<file path="src/rtl/uart_rx_pkg.sv">
`default_nettype none
// +--------------------------------------------------------------------------+
// | Package : uart_rx_pkg                                                    |
// | Purpose : Shared constants and types for the uart_rx_avalon receiver.    |
// |           Avalon register addresses, STATUS/DATA bit positions and the   |
// |           receive FSM state type.                                        |
// | Revision: 1.0 - initial release                                          |
// +--------------------------------------------------------------------------+
package uart_rx_pkg;

  // Avalon register map
  localparam logic [1:0] ADDR_DATA   = 2'd0;
  localparam logic [1:0] ADDR_STATUS = 2'd1;
  localparam logic [1:0] ADDR_CLEAR  = 2'd2;
  localparam logic [1:0] ADDR_CTRL   = 2'd3;

  // Bit positions inside DATA / STATUS read words
  localparam int DATA_VALID_BIT  = 8;
  localparam int STAT_EMPTY_BIT  = 16;
  localparam int STAT_FULL_BIT   = 17;
  localparam int STAT_FERR_BIT   = 18;
  localparam int STAT_OVR_BIT    = 19;

  // Receive FSM states
  typedef enum logic [1:0] {
    IDLE  = 2'd0,
    START = 2'd1,
    DATA  = 2'd2,
    STOP  = 2'd3
  } rx_state_t;

endpackage
`default_nettype wire

</file>
<file path="src/rtl/uart_rx_avalon_if.sv">
`default_nettype none
// +--------------------------------------------------------------------------+
// | Interface : uart_rx_avalon_if                                            |
// | Purpose   : Avalon-MM slave bus plus interrupt line of uart_rx_avalon.   |
// | Ports     : avs_address[1:0], avs_read, avs_write, avs_writedata[31:0]   |
// |             (master -> slave); avs_readdata[31:0], irq (slave -> master) |
// | Revision  : 1.0 - initial release                                        |
// +--------------------------------------------------------------------------+
interface uart_rx_avalon_if;
  logic [1:0]  avs_address;
  logic        avs_read;
  logic        avs_write;
  logic [31:0] avs_writedata;
  logic [31:0] avs_readdata;
  logic        irq;

  modport slave (
    input  avs_address, avs_read, avs_write, avs_writedata,
    output avs_readdata, irq
  );

  modport master (
    output avs_address, avs_read, avs_write, avs_writedata,
    input  avs_readdata, irq
  );
endinterface
`default_nettype wire

</file>
<file path="src/rtl/uart_rx_avalon_sync_fifo.sv">
`default_nettype none
// +--------------------------------------------------------------------------+
// | Module  : sync_fifo                                                      |
// | Purpose : Single-clock FIFO with combinational head output.              |
// | Ports   : push/din write side, pop/dout read side, count/empty/full.     |
// |           A push in the same cycle as a pop is judged against the        |
// |           post-pop occupancy, so it succeeds even when full.             |
// | Revision: 1.0 - initial release                                          |
// +--------------------------------------------------------------------------+
module sync_fifo #(
  parameter int WIDTH = 8,
  parameter int DEPTH = 16
) (
  input  logic                       clk,
  input  logic                       reset_n,
  input  logic                       push,
  input  logic                       pop,
  input  logic [WIDTH-1:0]           din,
  output logic [WIDTH-1:0]           dout,
  output logic [$clog2(DEPTH):0]     count,
  output logic                       empty,
  output logic                       full
);
  localparam int AW = $clog2(DEPTH);

  logic [WIDTH-1:0] r_mem [DEPTH];
  logic [AW-1:0]    r_rd_ptr;
  logic [AW-1:0]    r_wr_ptr;
  logic [AW:0]      r_count;
  logic             w_pop;
  logic             w_push;

  assign empty  = (r_count == '0);
  assign full   = (r_count == (AW+1)'(DEPTH));
  assign count  = r_count;
  assign dout   = r_mem[r_rd_ptr];
  assign w_pop  = pop & ~empty;
  assign w_push = push & (~full | w_pop);

  always_ff @(posedge clk or negedge reset_n) begin
    if (!reset_n) begin
      r_rd_ptr <= '0;
      r_wr_ptr <= '0;
      r_count  <= '0;
    end else begin
      if (w_pop)  r_rd_ptr <= r_rd_ptr + 1'b1;
      if (w_push) r_wr_ptr <= r_wr_ptr + 1'b1;
      r_count <= r_count + (AW+1)'(w_push) - (AW+1)'(w_pop);
    end
  end

  // Storage carries no reset; only pointer-qualified entries are ever read.
  always_ff @(posedge clk) begin
    if (w_push) r_mem[r_wr_ptr] <= din;
  end
endmodule
`default_nettype wire

</file>
<file path="src/rtl/uart_rx_avalon.sv">
`default_nettype none
// +--------------------------------------------------------------------------+
// | Module  : uart_rx_avalon                                                 |
// | Purpose : 8N1 UART receiver feeding a byte FIFO read over Avalon-MM.     |
// | Ports   : clk, reset_n (async, active-low), rxd (async serial input),    |
// |           bus (uart_rx_avalon_if.slave: registers + level irq).          |
// | Regs    : 0 DATA (pop), 1 STATUS, 2 CLEAR (w1c ferr/ovr), 3 CTRL (ie).   |
// | Revision: 1.0 - initial release                                          |
// +--------------------------------------------------------------------------+
module uart_rx_avalon
  import uart_rx_pkg::*;
#(
  parameter int CLK_HZ     = 50_000_000,
  parameter int BAUD       = 115_200,
  parameter int FIFO_DEPTH = 16
) (
  input  logic                    clk,
  input  logic                    reset_n,
  input  logic                    rxd,
  uart_rx_avalon_if.slave         bus
);
  localparam int DIV = (CLK_HZ + BAUD / 2) / BAUD;
  localparam int CW  = $clog2(DIV + 1);
  localparam int AW  = $clog2(FIFO_DEPTH);
  localparam logic [CW-1:0] C_HALF = CW'(DIV / 2 - 1);
  localparam logic [CW-1:0] C_BIT  = CW'(DIV - 1);

  // Synchroniser and receive datapath
  logic            r_sync1, r_sync2;
  logic            w_rxs;
  rx_state_t       r_state, w_state_nx;
  logic [CW-1:0]   r_cnt, w_cnt_nx;
  logic [2:0]      r_idx, w_idx_nx;
  logic [7:0]      r_shift, w_shift_nx;
  logic            r_brk, w_brk_nx;
  logic            w_push, w_ferr_evt;

  // Register file
  logic            r_ferr, r_ovr, r_ie, r_irq;
  logic [31:0]     r_rdata, w_rdata;
  logic            w_pop, w_ovr_evt, w_clr_ferr, w_clr_ovr;
  logic [7:0]      w_head;
  logic [AW:0]     w_count;
  logic            w_empty, w_full;
  logic            w_unused_wdata;

  assign w_rxs = r_sync2;

  always_ff @(posedge clk or negedge reset_n) begin
    if (!reset_n) begin
      r_sync1 <= 1'b1;
      r_sync2 <= 1'b1;
      r_state <= IDLE;
      r_cnt   <= '0;
      r_idx   <= '0;
      r_shift <= '0;
      r_brk   <= 1'b0;
    end else begin
      r_sync1 <= rxd;
      r_sync2 <= r_sync1;
      r_state <= w_state_nx;
      r_cnt   <= w_cnt_nx;
      r_idx   <= w_idx_nx;
      r_shift <= w_shift_nx;
      r_brk   <= w_brk_nx;
    end
  end

  // r_brk blocks re-arming after a framing error until the line has been
  // seen high again, so a held-low (break) line errors only one frame.
  always_comb begin
    w_state_nx = r_state;
    w_cnt_nx   = r_cnt;
    w_idx_nx   = r_idx;
    w_shift_nx = r_shift;
    w_brk_nx   = r_brk;
    w_push     = 1'b0;
    w_ferr_evt = 1'b0;
    unique case (r_state)
      IDLE: begin
        if (w_rxs) begin
          w_brk_nx = 1'b0;
        end else if (!r_brk) begin
          w_cnt_nx   = C_HALF;
          w_state_nx = START;
        end
      end
      START: begin
        if (r_cnt != '0) begin
          w_cnt_nx = r_cnt - 1'b1;
        end else if (w_rxs) begin
          w_state_nx = IDLE;
        end else begin
          w_cnt_nx   = C_BIT;
          w_idx_nx   = '0;
          w_state_nx = DATA;
        end
      end
      DATA: begin
        if (r_cnt != '0) begin
          w_cnt_nx = r_cnt - 1'b1;
        end else begin
          w_shift_nx = {w_rxs, r_shift[7:1]};
          w_cnt_nx   = C_BIT;
          w_idx_nx   = r_idx + 1'b1;
          if (r_idx == 3'd7) w_state_nx = STOP;
        end
      end
      STOP: begin
        if (r_cnt != '0) begin
          w_cnt_nx = r_cnt - 1'b1;
        end else begin
          if (w_rxs) begin
            w_push = 1'b1;
          end else begin
            w_ferr_evt = 1'b1;
            w_brk_nx   = 1'b1;
          end
          w_state_nx = IDLE;
        end
      end
      default: w_state_nx = IDLE;
    endcase
  end

  sync_fifo #(
    .WIDTH (8),
    .DEPTH (FIFO_DEPTH)
  ) u_fifo (
    .clk     (clk),
    .reset_n (reset_n),
    .push    (w_push),
    .pop     (w_pop),
    .din     (r_shift),
    .dout    (w_head),
    .count   (w_count),
    .empty   (w_empty),
    .full    (w_full)
  );

  assign w_pop      = bus.avs_read && (bus.avs_address == ADDR_DATA) && !w_empty;
  // A push that the FIFO refuses: full and not relieved by a same-cycle pop.
  assign w_ovr_evt  = w_push && w_full && !w_pop;
  assign w_clr_ferr = bus.avs_write && (bus.avs_address == ADDR_CLEAR) && bus.avs_writedata[0];
  assign w_clr_ovr  = bus.avs_write && (bus.avs_address == ADDR_CLEAR) && bus.avs_writedata[1];
  assign w_unused_wdata = ^bus.avs_writedata[31:2];

  always_comb begin
    w_rdata = '0;
    unique case (bus.avs_address)
      ADDR_DATA: begin
        if (!w_empty) begin
          w_rdata[DATA_VALID_BIT] = 1'b1;
          w_rdata[7:0]            = w_head;
        end
      end
      ADDR_STATUS: begin
        w_rdata[AW:0]           = w_count;
        w_rdata[STAT_EMPTY_BIT] = w_empty;
        w_rdata[STAT_FULL_BIT]  = w_full;
        w_rdata[STAT_FERR_BIT]  = r_ferr;
        w_rdata[STAT_OVR_BIT]   = r_ovr;
      end
      ADDR_CTRL: w_rdata[0] = r_ie;
      default:   w_rdata = '0;
    endcase
  end

  always_ff @(posedge clk or negedge reset_n) begin
    if (!reset_n) begin
      r_ferr  <= 1'b0;
      r_ovr   <= 1'b0;
      r_ie    <= 1'b0;
      r_irq   <= 1'b0;
      r_rdata <= '0;
    end else begin
      // Error events take priority over a coincident clear.
      r_ferr  <= w_ferr_evt | (r_ferr & ~w_clr_ferr);
      r_ovr   <= w_ovr_evt  | (r_ovr  & ~w_clr_ovr);
      if (bus.avs_write && (bus.avs_address == ADDR_CTRL)) r_ie <= bus.avs_writedata[0];
      r_irq   <= r_ie & (~w_empty | r_ferr | r_ovr);
      r_rdata <= bus.avs_read ? w_rdata : 32'd0;
    end
  end

  assign bus.avs_readdata = r_rdata;
  assign bus.irq          = r_irq;
endmodule
`default_nettype wire
</file>
<file path="src/flat_wrapper.sv">
// flat-port wrapper written by rule: the top's interface ports become plain ports
module uart_rx_avalon_flat import uart_rx_pkg::*;
#(
  parameter int CLK_HZ     = 50_000_000,
  parameter int BAUD       = 115_200,
  parameter int FIFO_DEPTH = 16
)
  (clk, reset_n, rxd, bus_avs_address, bus_avs_read, bus_avs_write, bus_avs_writedata, bus_avs_readdata, bus_irq);
  uart_rx_avalon_if bus_i ();
  input  logic clk;
  input  logic reset_n;
  input  logic rxd;
  input wire logic [$bits(bus_i.avs_address)-1:0] bus_avs_address;
  input wire logic [$bits(bus_i.avs_read)-1:0] bus_avs_read;
  input wire logic [$bits(bus_i.avs_write)-1:0] bus_avs_write;
  input wire logic [$bits(bus_i.avs_writedata)-1:0] bus_avs_writedata;
  output wire logic [$bits(bus_i.avs_readdata)-1:0] bus_avs_readdata;
  output wire logic [$bits(bus_i.irq)-1:0] bus_irq;
  assign bus_i.avs_address = bus_avs_address;
  assign bus_i.avs_read = bus_avs_read;
  assign bus_i.avs_write = bus_avs_write;
  assign bus_i.avs_writedata = bus_avs_writedata;
  assign bus_avs_readdata = bus_i.avs_readdata;
  assign bus_irq = bus_i.irq;
  uart_rx_avalon #(.CLK_HZ(CLK_HZ), .BAUD(BAUD), .FIFO_DEPTH(FIFO_DEPTH)) u_core (.clk(clk), .reset_n(reset_n), .rxd(rxd), .bus(bus_i));
endmodule
</file>
<file path="config.mk">
export PLATFORM = sky130hd
export DESIGN_NAME = uart_rx_avalon_flat
export DESIGN_NICKNAME = d
export VERILOG_FILES = /design/src/rtl/uart_rx_pkg.sv /design/src/rtl/uart_rx_avalon_if.sv /design/src/rtl/uart_rx_avalon_sync_fifo.sv /design/src/rtl/uart_rx_avalon.sv /design/src/flat_wrapper.sv
export SDC_FILE = /design/constraint.sdc
export NUM_CORES = 1
export LEC_CHECK = 0
export ABC_AREA = 0
export CORE_MARGIN = 3
export CORE_UTILIZATION = 57
export DETAILED_ROUTE_END_ITERATION = 10
export MAX_ROUTING_LAYER = met4
export PLACE_DENSITY = 0.79
export SLEW_MARGIN = 20
export SYNTH_ARGS = -nofsm -noshare
export SYNTH_HDL_FRONTEND = slang
export SYNTH_HIERARCHICAL = 1
export SYNTH_SLANG_ARGS = --single-unit
</file>
<file path="constraint.sdc">
create_clock -name clk -period 4 [get_ports clk]
set_input_delay 0.8 -clock clk [delete_from_list [all_inputs] [get_ports clk]]
set_output_delay 0.8 -clock clk [all_outputs]
set_load 0.03 [all_outputs]
</file>
After elaboration in Yosys (flattened, before gate mapping)
Memory sizes are Yosys's and may differ from the RTL's.
Cells that the tools add are included.
Storage, ports and cells
  register bits after elaboration: 74
  memory bits (writable): 128
  input bits: 39
  output and inout port bits: 33
  word-level logic and storage cells: 114
  memories kept: 1
Cells by class
  add/sub/neg operators: 6
  equality and inequality tests: 19
  mux-type cells: 37
  bitwise logic cells: 15
  reduce and logical (&&, ||, !) cells: 21
Memories
  u_core.u_fifo.r_mem: depth 16, bits a word 8, rd ports 1, clocked after memory_dff 0, wr ports 1, line uart_rx_avalon_sync_fifo.sv:26  | logic [WIDTH-1:0] r_mem [DEPTH];
Operators with widths (number)
  $mux W9: 7
  $pmux W9 S4: 1
  $mux W20: 1
  $mux W2: 7
  $ne A2 B2 Y1 const B: 7
  $reduce_and A4 Y1: 3
  $mux W1: 11
  $mux W3: 3
  $reduce_bool A9 Y1: 1
  $sub A9 B1 Y9 const B: 1
  $add A4 B1 Y4 const B: 2
  $eq A2 B2 Y1 const B: 4
  $logic_and A1 B1 Y1: 8
  $mux W4: 2
  $pmux W2 S4: 1
  $pmux W4 S2: 1
  $ne A2 B1 Y1 const B: 3
  $pmux W3 S2: 1
  $reduce_and A6 Y1: 1
  $add A5 B1 Y5: 1
  $and A1 B1 Y1: 5
  $eq A5 B5 Y1 const B: 1
  $logic_not A5 Y1: 1
  $not A1 Y1: 5
  other kinds (12): 20

Longest topological paths before layout
Gate-level depths: netlist of the first run.
  word-level depth: 8
  gate-level depth with buffers: 14
  depth with buffers taken out: 13

Hierarchy
Netlist of the first run, hierarchy kept.
Modules (own cells, without submodules)
  sync_fifo: instances 1, cells each 319, area an instance 5821.8 um^2, seq. area each 4169.0 um^2
  uart_rx_avalon: instances 1, cells each 212, area an instance 2203.4 um^2, seq. area each 1053.5 um^2

Worst setup path before layout of the first run
OpenSTA, ideal clock, no wires.
  path kind: reg2reg
  start point: register u_core.r_cnt[0]
  end point: memory u_core.u_fifo.r_mem[3][0] (enable)
  library setup time: 383 ps
  arrival: 2652 ps
  required time: 3617 ps
  slack: 965 ps
  stages on the path, launching flop included: 11
  path buffers: 1
  clock period less this slack: 3035 ps
  path through: dfrtp_1 > inv_1 > ha_1 > or4b_1 > nor2_1 > nand2_1 > nor2_1 > o21a_1 > buf_2 > nand2_1 > nor3_1
On the way
  word-level cells in the longest chain between the ends: 6
Ends and longest elaborated chain
  from (decl): line uart_rx_avalon.sv:32  | logic [CW-1:0] r_cnt, w_cnt_nx;
  from (signal assigned): line uart_rx_avalon.sv:62  | r_cnt <= w_cnt_nx;
  $reduce_bool A9 Y1: line uart_rx_avalon.sv:110  | if (r_cnt != '0) begin
  $mux W1: line uart_rx_avalon.sv:110
  $mux W1: line uart_rx_avalon.sv:79  | unique case (r_state)
  net u_core.w_push: line uart_rx_avalon.sv:36  | logic w_push, w_ferr_evt;
  $and A1 B1 Y1: line uart_rx_avalon_sync_fifo.sv:38  | assign w_push = push & (~full | w_pop);
  net u_core.u_fifo.w_push: line uart_rx_avalon_sync_fifo.sv:31  | logic w_push;
  $mux W1: line uart_rx_avalon_sync_fifo.sv:54  | if (w_push) r_mem[r_wr_ptr] <= din;
  $mux W1 (not written as such): line uart_rx_avalon_sync_fifo.sv:54
  to (decl): line uart_rx_avalon_sync_fifo.sv:26
The timed path passes the listed nets, and every way through them passes these cells.

Final worst setup path of the first run
  start point: register u_core.r_cnt[0]
  end point: memory u_core.u_fifo.r_mem[3][4] (enable)
On the way
  word-level cells in the longest chain between the ends: 6
Ends and longest elaborated chain (line)
  $reduce_bool A9 Y1: uart_rx_avalon.sv:110
  $mux W1: uart_rx_avalon.sv:110
  $mux W1: uart_rx_avalon.sv:79
  net u_core.w_push: uart_rx_avalon.sv:36
  $and A1 B1 Y1: uart_rx_avalon_sync_fifo.sv:38
  $mux W1: uart_rx_avalon_sync_fifo.sv:54
  $mux W1 (not written as such): uart_rx_avalon_sync_fifo.sv:54
The timed path passes the listed nets, and every way through them passes these cells.

==> flow_metrics.env, run 1 <==
export IMPL_outcome="finished, final reports clean"
export IMPL_critPathMaxFanout=9
export IMPL_ys_top_cells_by_area="edfxtp_1, dfrtp_1, mux4_2, mux2i_1, ha_1"
export IMPL_synth_top_area_share_pct=47.9
export IMPL_dp_hpwl_mm=10.1
export IMPL_synth_edf_count=128
export IMPL_drt_wl_total_mm=15.7
export IMPL_drtIter0Drc=467
export IMPL_fin_crit_sh_pct=84.8
export IMPL_vias=4543
export IMPL_grt_max_degree=33
export IMPL_synthCells=531
export IMPL_hold_class="in2async"
export IMPL_max_slew_margin_pct=36.9
export IMPL_maxCapViolCount=0
export IMPL_chipWidth_um=125
export IMPL_insertion_delay_ps=420
export IMPL_crit_arrival_ps=3520
export IMPL_slew_viol_final=0
export IMPL_place_gp_congestion=0.863
export IMPL_fp_row_count=42
export IMPL_io_buffers=22
export IMPL_cts_root_buf="clkbuf_16"
export IMPL_synth_warnings=6
export IMPL_grt_use_total_pct=21.6
export IMPL_drive_gt1_share_pct=16.6
export IMPL_antenna_cells=0
export IMPL_yosysMostFrequentCell="edfxtp_1"
export IMPL_dr_pass1_iters=5
export IMPL_grt_pass1_vias=4542
export IMPL_grt_ovfl_total=0
export IMPL_cts_clk_slew_worst_paths_ps=60
export IMPL_cts_made_buffers=17
export IMPL_synth_largest_area_cell="edfxtp_1"
export IMPL_drc=0
export IMPL_tightest_slew_ps=947
export IMPL_fp_dieArea_sq_um=15500
export IMPL_ys_types=61
export IMPL_pin_count=72
export IMPL_cts_max_path_buffers=2
export IMPL_finalNonFillerCells=759
export IMPL_core_sq_um=13500
export IMPL_synth_seq_cells=183
export IMPL_required_ps=4120
export IMPL_r2r_slack_ps=610
export IMPL_power_density_nw_per_um2=524
export IMPL_finalHoldViolCount=0
export IMPL_ir_worst_vdd_mv=0.282
export IMPL_grt_pass1_wl_mm=24.9
export IMPL_skew_ps=9.54
export IMPL_synthArstFlopShare_pct=30.1
export IMPL_synthTopCellsByCount="edfxtp_1, dfrtp_1, mux2i_1, o21ai_0, nand2_1"
export IMPL_endpoint_kind="flop"
export IMPL_avgViaCountPerCell=5.99
export IMPL_fin_nets=628
export IMPL_initial_core_util_pct=59.4
export IMPL_rsz0062_at_grt="false"
export IMPL_avgSynthCellArea_sq_um=15.1
export IMPL_h_tree_depth=4
export IMPL_place_inst=727
export IMPL_synth_flop_cell="edfxtp_1"
export IMPL_tritoncts="yes"
export IMPL_max_freq_ghz=0.295
export IMPL_fin_setup_tns_ps=0
export IMPL_post_cts_buffers=0
export IMPL_hold_buffers=0
export IMPL_wl_per_cell_um=20.7
export IMPL_antenna_found_initial=0
export IMPL_setup_viol=0
export IMPL_crit_path_start_kind="flop"
export IMPL_areaGrowthSynthToFinish_pct=11.1
export IMPL_postRouteAntennaNets=0
export IMPL_numClockSinks=183
export IMPL_ys_seq_area_share_pct=65.1
export IMPL_cts_resized=0
export IMPL_path_class="reg2reg"
export IMPL_netlist_area_sq_um=8030
export IMPL_p_leak_nw=3.78
export IMPL_min_period_ps=3390
export IMPL_die_h_um=125
-- worst max-delay path, stage by stage, from the launching register on --
cell     delay [ps]
dfrtp_1         400
inv_1            90
ha_1            230
or4b_1          600
nor2_1          340
nand2_1         180
nor2_1          200
o21a_1          390
nand2_1         250
nor3_1          190
buf_4           210
-- per-stage QoR --
stage / area (sq um) / hold slack [ps] / utilization (%) / power (mW) / setup WS [ps]
finish: 8920 / 355 / 66.0 / 4.67 / 607
global route: 8920 / 375 / 66.0 / 4.86 / 370
CTS: 8920 / 355 / 66.0 / 4.69 / 669
detailed placement: 8370 / 355 / 62.0 / 3.17 / 588
global placement: 8370 / 345 / 62.0 / 3.13 / 635
floorplan: 8090 / 345 / - / 3.02 / 965
-- state kept, by name (all words and copies together) (netlist names), 3 cells and up, named ones only --
register	count
u_core/bus.avs_readdata	13
u_core/r_cnt	9
u_core/r_idx	3
u_core/r_shift	8
u_core/u_fifo/count	5
u_core/u_fifo/r_mem	128
u_core/u_fifo/r_rd_ptr	4
u_core/u_fifo/r_wr_ptr	4
-- power breakdown --
| group | internal (mW) | switching, mW | total (mW) |
|---|---|---|---|
| logic | 0.396 | 0.461 | 0.857 |
| registers | 2.08 | 0.207 | 2.28 |
| clock network | 0.872 | 0.656 | 1.53 |
-- final timing paths --
| path | from | endpoint | cells after the start |
|---|---|---|---|
| setup / recovery | u_core/r_cnt[0] | u_core/u_fifo/r_mem[3][4] | 10 |
| hold / removal | reset_n | u_core/r_cnt[2] | 1 |
| setup reg to reg | u_core/r_cnt[0] | u_core/u_fifo/r_mem[3][4] | 10 |
| hold reg to reg | u_core/r_sync1 | u_core/r_sync2 | 0 |
| max in group asynchronous | reset_n | u_core/u_fifo/r_rd_ptr[0] | 2 |
| min in group clk | u_core/r_sync1 | u_core/r_sync2 | 0 |
-- final cells by class --
cell class / count / area [sq um]
Sequential cell: 183 / 5220
Inverter: 24 / 90.1
Clock inverter: 8 / 46.3
Multi-Input combinational cell: 299 / 2450
Clock buffer: 24 / 502
Fill cell: 903 / 4590
Timing Repair Buffer: 45 / 388
Tap cell: 176 / 220
-- routing by layer --
layer,vias to the layer above,part of all wire [%],GRT usage (%)
met3,22,4.2,4.16
li1,2048,-,-
met2,156,52,35.2
met1,2317,42,27.4
met5,-,0,-
met4,0,2.0,7.54
-- cell usage in the layout, fill, tap and decap left out, types with 5 or more instances in the layout --
cell type	Yosys	routed
conb_1	1	19
clkbuf_16	0	17
mux2i_1	34	34
a22oi_1	11	11
clkbuf_8	0	5
o21ai_0	32	32
nor3_1	9	9
xnor2_1	7	7
nand2b_1	6	6
buf_4	21	23
a22o_1	5	5
nand3_1	5	5
and2_1	9	9
edfxtp_1	128	128
clkinv_2	0	5
clkdlybuf4s50_1	0	21
dfrtp_1	53	52
inv_1	24	24
ha_1	18	18
mux4_2	16	16
a21oi_1	9	9
mux2_2	7	7
a221oi_2	9	9
nor2_1	22	22
nand2_1	29	29
a221oi_1	7	7
-- cells by family (layout without fill, tap and decap cells) --
| group | after synthesis | after routing | synth area share, % |
|---|---|---|---|
| adders and majority gates | 19 | 19 | 3.06 |
| AOI/OAI and AO/OA | 93 | 93 | 8.92 |
| DFF | 183 | 183 | 65.1 |
| and+or+nand+nor | 100 | 100 | 6.67 |
| buffers and inverters | 67 | 101 | 5.29 |
| muxes | 58 | 58 | 9.85 |
| other | 1 | 19 | 0.0467 |
| xor gates and xnor gates | 10 | 10 | 1.09 |
(Power assumes the default switching activity.)
==> inputs of run 2 (changes only) <==
--- a/config.mk
+++ b/config.mk
@@ -7,10 +7,10 @@
 export LEC_CHECK = 0
 export ABC_AREA = 0
 export CORE_MARGIN = 3
-export CORE_UTILIZATION = 57
+export CORE_UTILIZATION = 52
 export DETAILED_ROUTE_END_ITERATION = 10
 export MAX_ROUTING_LAYER = met4
-export PLACE_DENSITY = 0.79
+export PLACE_DENSITY = 0.76
 export SLEW_MARGIN = 20
 export SYNTH_ARGS = -nofsm -noshare
 export SYNTH_HDL_FRONTEND = slang
==> constraint.sdc (replaced) <==
create_clock -name clk -period 2.8 [get_ports clk]
set_input_delay 0.56 -clock clk [delete_from_list [all_inputs] [get_ports clk]]
set_output_delay 0.56 -clock clk [all_outputs]
set_load 0.03 [all_outputs]
==> flow_metrics.env, run 2 (synthesized netlist as in run 1, its figures left out) <==
export IMPL_p_leak_nw=3.92
export IMPL_wl_per_cell_um=19.8
export IMPL_place_gp_congestion=0.865
export IMPL_outcome="finished, final reports clean"
export IMPL_cts_root_buf="clkbuf_16"
export IMPL_grt_pass1_vias=4528
export IMPL_initial_core_util_pct=54.2
export IMPL_setup_viol=0
export IMPL_finalNonFillerCells=784
export IMPL_drt_wl_total_mm=15.5
export IMPL_r2r_start="u_core/u_fifo/count[2]"
export IMPL_hold_class="in2async"
export IMPL_setup_ws_ps=162
export IMPL_crit_path_start_kind="flop"
export IMPL_r2r_cells=13
export IMPL_finalHoldViolCount=0
export IMPL_max_slew_margin_pct=49.3
export IMPL_chipWidth_um=130
export IMPL_fillers=1040
export IMPL_tightest_slew_ps=760
export IMPL_final_common_cell="edfxtp_1"
export IMPL_core_sq_um=14800
export IMPL_fin_crit_sh_pct=94.2
export IMPL_slew_viol_final=0
export IMPL_insertion_delay_ps=430
export IMPL_postRouteAntennaNets=0
export IMPL_pin_count=72
export IMPL_ir_worst_vdd_mv=0.403
export IMPL_drtIter0Drc=373
export IMPL_grt_ovfl_total=0
export IMPL_avgViaCountPerCell=5.86
export IMPL_maxCapViolCount=0
export IMPL_die_h_um=130
export IMPL_power_density_nw_per_um2=756
export IMPL_drc=0
export IMPL_r2r_slack_ps=160
export IMPL_fin_nets=645
export IMPL_endpoint_kind="flop"
export IMPL_fp_dieArea_sq_um=17000
export IMPL_antenna_found_initial=0
export IMPL_place_ws_ps=-209
export IMPL_fin_setup_tns_ps=0
export IMPL_cts_clk_slew_worst_paths_ps=70
export IMPL_dr_pass1_iters=5
export IMPL_h_tree_depth=4
export IMPL_largest_reg_flops=128
export IMPL_io_buffers=22
export IMPL_grt_max_degree=30
export IMPL_power_mw=6.94
export IMPL_hold_buffers=0
export IMPL_grt_use_total_pct=19.5
export IMPL_dp_hpwl_mm=10.5
export IMPL_max_freq_ghz=0.379
export IMPL_r2r_end="u_core/u_fifo/count[4]"
export IMPL_tritoncts="yes"
export IMPL_mostFrequentLayoutCells="edfxtp_1, dfrtp_1, buf_4"
export IMPL_required_ps=3150
export IMPL_antenna_cells=0
export IMPL_place_inst=751
export IMPL_drive_gt1_share_pct=21.2
export IMPL_cts_max_path_buffers=2
export IMPL_path_class="reg2reg"
export IMPL_startpoint="u_core/u_fifo/count[2]"
export IMPL_critPathMaxFanout=3
export IMPL_fp_row_count=44
export IMPL_grt_pass1_wl_mm=24.0
export IMPL_final_area_sq_um=9170
export IMPL_skew_ps=10.6
export IMPL_cts_made_buffers=17
export IMPL_min_period_ps=2640
export IMPL_vias=4596
export IMPL_regMostFlops="u_core/u_fifo/r_mem"
export IMPL_areaGrowthSynthToFinish_pct=14.3
export IMPL_numClockSinks=183
export IMPL_postPlaceCellArea_sq_um=8540
export IMPL_crit_arrival_ps=2990
==> run 2: cell types whose count changed in the layout (fill, tap and decap cells not counted), sizes merged <==
cell / delta
buf: +17
bufinv: +1
clkbuf: -5
clkinvlp: -2
inv: +6
==> run 2: worst max path at each step <==
stage / slack (ps) / to / depth (start not counted)
2_1_floorplan: -200 / u_core/u_fifo/r_mem[1][0] / 10
3_3_place_gp: -100 / u_core/u_fifo/count[4] / 11
3_5_place_dp: -210 / u_core/u_fifo/count[4] / 11
4_1_cts: 3 / u_core/u_fifo/count[4] / 13
5_1_grt: -30 / u_core/u_fifo/count[4] / 13
6_report: 160 / u_core/u_fifo/count[4] / 13
==> run 2: layout make-up <==
| class | instances | area, sq um | area share, % |
|---|---|---|---|
| Clock buffer | 19 | 464 | 5.06 |
| Clock inverter | 13 | 129 | 1.41 |
| Inverter | 24 | 90.1 | 0.982 |
| Multi-Input combinational cell | 299 | 2490 | 27.2 |
| Sequential cell | 183 | 5220 | 57.0 |
| Tap cell | 184 | 230 | 2.51 |
| Timing Repair Buffer | 62 | 541 | 5.89 |
==> run 2: metal layers <==
metal  routed length, um  up-vias  GRT usage, %
met5                   0        -             -
met4                 515        0          8.50
met3                 853       30          4.95
met2                7690      161          30.2
met1                6460     2324          24.7
li1                    -     2081             -
==> run 2: timing repair <==
action,4_1_cts,5_1_grt
buffers inserted,0,1
endpoints found under the setup margin,0,89
resized for setup,0,8
==> run 2: critical path, cell delays in order (launching register included) <==
cell and delay, ps:
dfrtp_1 380, inv_1 70, ha_1 210, nor4b_4 140
nor4b_2 310, nor2b_2 230, ha_1 150, inv_1 40
ha_2 180, fa_1 400, a21oi_1 180, nor2_1 50
nor2_1 110, xnor2_1 120
==> run 2: per-stage QoR <==
stage               util [%]  hold slack (ps)
global route            61.9              189
global placement        57.7              348
floorplan                  -              264
CTS                     61.7              164
finish                  61.9              152
detailed placement      57.7              352
==> run 2: power breakdown <==
group / leakage, nW / internal, mW / switching [mW]
combinational: 1.42 / 0.613 / 0.839
sequential: 2.20 / 2.97 / 0.168
clock: 0.298 / 1.33 / 1.02
==> inputs of run 3 (changes only) <==
--- a/config.mk
+++ b/config.mk
@@ -6,7 +6,8 @@
 export NUM_CORES = 1
 export LEC_CHECK = 0
 export ABC_AREA = 0
-export CORE_MARGIN = 3
+export CAP_MARGIN = 10
+export CORE_MARGIN = 2
 export CORE_UTILIZATION = 52
 export DETAILED_ROUTE_END_ITERATION = 10
 export MAX_ROUTING_LAYER = met4
==> flow_metrics.env, run 3 (synthesized netlist as in run 1, its figures left out) <==
export IMPL_outcome="finished, final reports clean"
export IMPL_drt_wl_total_mm=16.0
export IMPL_r2r_cells=10
export IMPL_max_freq_ghz=0.366
export IMPL_place_inst=757
export IMPL_cts_max_path_buffers=2
export IMPL_pin_count=72
export IMPL_rsz0062_at_grt="true"
export IMPL_p_int_mw=5.13
export IMPL_wl_per_cell_um=20.2
export IMPL_hold_class="in2async"
export IMPL_maxCapViolCount=0
export IMPL_dr_pass1_iters=5
export IMPL_r2r_slack_ps=70
export IMPL_fin_nets=652
export IMPL_avgViaCountPerCell=5.76
export IMPL_tritoncts="yes"
export IMPL_p_sw_share_pct=28.5
export IMPL_fin_setup_tns_ps=0
export IMPL_grt_ovfl_total=0
export IMPL_io_buffers=22
export IMPL_regMostFlops="u_core/u_fifo/r_mem"
export IMPL_power_density_nw_per_um2=772
export IMPL_drc=0
export IMPL_initial_core_util_pct=53.0
export IMPL_grt_pass1_wl_mm=25.5
export IMPL_required_ps=2930
export IMPL_cpPeakStageDelay_ps=490
export IMPL_vias=4582
export IMPL_drtIter0Drc=410
export IMPL_areaGrowthSynthToFinish_pct=15.8
export IMPL_insertion_delay_ps=430
export IMPL_pwr_share_clk_pct=35.9
export IMPL_antenna_cells=0
export IMPL_cts_clk_slew_worst_paths_ps=70
export IMPL_skew_ps=8.65
export IMPL_min_period_ps=2730
export IMPL_mostFrequentLayoutCells="edfxtp_1, dfrtp_1, buf_4"
export IMPL_antenna_found_initial=0
export IMPL_crit_path_start_kind="flop"
export IMPL_switchingPower_mw=2.05
export IMPL_cts_made_buffers=17
export IMPL_finalNonFillerCells=795
export IMPL_crit_arrival_ps=2860
export IMPL_drive_gt1_share_pct=22.4
export IMPL_fp_dieArea_sq_um=16400
export IMPL_path_class="reg2reg"
export IMPL_place_gp_congestion=0.870
export IMPL_grt_use_total_pct=21.4
export IMPL_p_comb_share_pct=20.8
export IMPL_die_h_um=128
export IMPL_numClockSinks=183
export IMPL_r2r_end="u_core/u_fifo/r_mem[3][2]"
export IMPL_h_tree_depth=4
export IMPL_critPathMaxFanout=8
export IMPL_max_slew_margin_pct=52.6
export IMPL_crit_path_top_delay_cell="or4b_4"
export IMPL_grt_max_degree=36
export IMPL_final_common_cell="edfxtp_1"
export IMPL_endpoint_kind="flop"
export IMPL_postRouteAntennaNets=0
export IMPL_chipWidth_um=128
export IMPL_tightest_slew_ps=704
export IMPL_ir_worst_vdd_mv=0.435
export IMPL_core_sq_um=15100
export IMPL_fin_crit_sh_pct=97.5
export IMPL_fp_row_count=45
export IMPL_finalHoldViolCount=0
export IMPL_power_mw=7.18
export IMPL_cts_root_buf="clkbuf_16"
export IMPL_largest_reg_flops=128
export IMPL_cp_cell_sequence="inv_1 -> ha_1 -> or4b_4 -> nor2_2 -> nand2_1 -> nor2_1 -> o21a_2 -> nand2_1 -> nor3_2 -> buf_4"
export IMPL_setup_viol=0
export IMPL_crit_path_frequent_cell="nand2_1"
export IMPL_slew_viol_final=0
export IMPL_share_seq_of_total_power_pct=43.4
export IMPL_grt_pass1_vias=4751
export IMPL_p_leak_nw=3.97
export IMPL_dp_hpwl_mm=10.7
export IMPL_r2r_start="u_core/r_cnt[0]"
## run 3: area by class of cell
class	instances	area (sq um)
timing repair buffer	69	593
inverter	24	90.1
sequential	183	5220
fill	1057	5860
clock buffer	18	429
clock inverter	14	211
multi-input combinational	299	2510
tap	188	235
## run 3: worst max path at each step
stage	from	slack [ps]	end
2_1_floorplan	u_core/r_cnt[0]	-200	u_core/u_fifo/r_mem[1][0]
3_3_place_gp	bus_avs_address[1]	-120	u_core/u_fifo/count[4]
3_5_place_dp	bus_avs_address[1]	-240	u_core/u_fifo/count[4]
4_1_cts	u_core/u_fifo/count[2]	60	u_core/u_fifo/count[4]
5_1_grt	u_core/r_cnt[0]	-80	u_core/u_fifo/count[4]
6_report	u_core/r_cnt[0]	70	u_core/u_fifo/r_mem[3][2]
## run 3: power groups by stage
stage	clock, mW	sequential (mW)	combinational [mW]
2_1_floorplan	0	3.12	1.19
3_3_place_gp	0	3.15	1.38
3_5_place_dp	0	3.16	1.43
4_1_cts	2.61	3.10	1.44
5_1_grt	2.73	3.13	1.61
6_report	2.57	3.11	1.49
## run 3: critical path, delay by kind of cell, from the launching register on
kind / cells / cell delay [ps]
adder cells (fa/ha/maj): 1 / 180
buffers and inverters: 2 / 290
AND/OR/NAND/NOR: 6 / 1350
flip-flops: 1 / 380
AO/OA/AOI/OAI: 1 / 230
## run 3: per-layer routing
layer	track usage, %	part of all wire (%)
met3	6.09	5.1
met4	6.27	2.0
met2	35.1	51
met1	25.9	42
met5	-	0
## run 3: repair_timing
action | 4_1_cts | 5_1_grt
setup endpoints to repair | 17 | 65
pin swaps | 0 | 5
hold buffers | 0 | 0
buffers inserted | 0 | 6
resized for setup | 4 | 8
## run 3: stage by stage
stage	util, %	hold slack (ps)	worst slack, ps	instance area, sq um
after floorplan	-	264	-201	8110
after global placement	56.5	346	-117	8560
after detailed placement	56.5	347	-236	8560
after CTS	60.8	85.3	56.8	9210
after global routing	61.3	108	-79.4	9290
final	61.3	82.8	69.6	9290
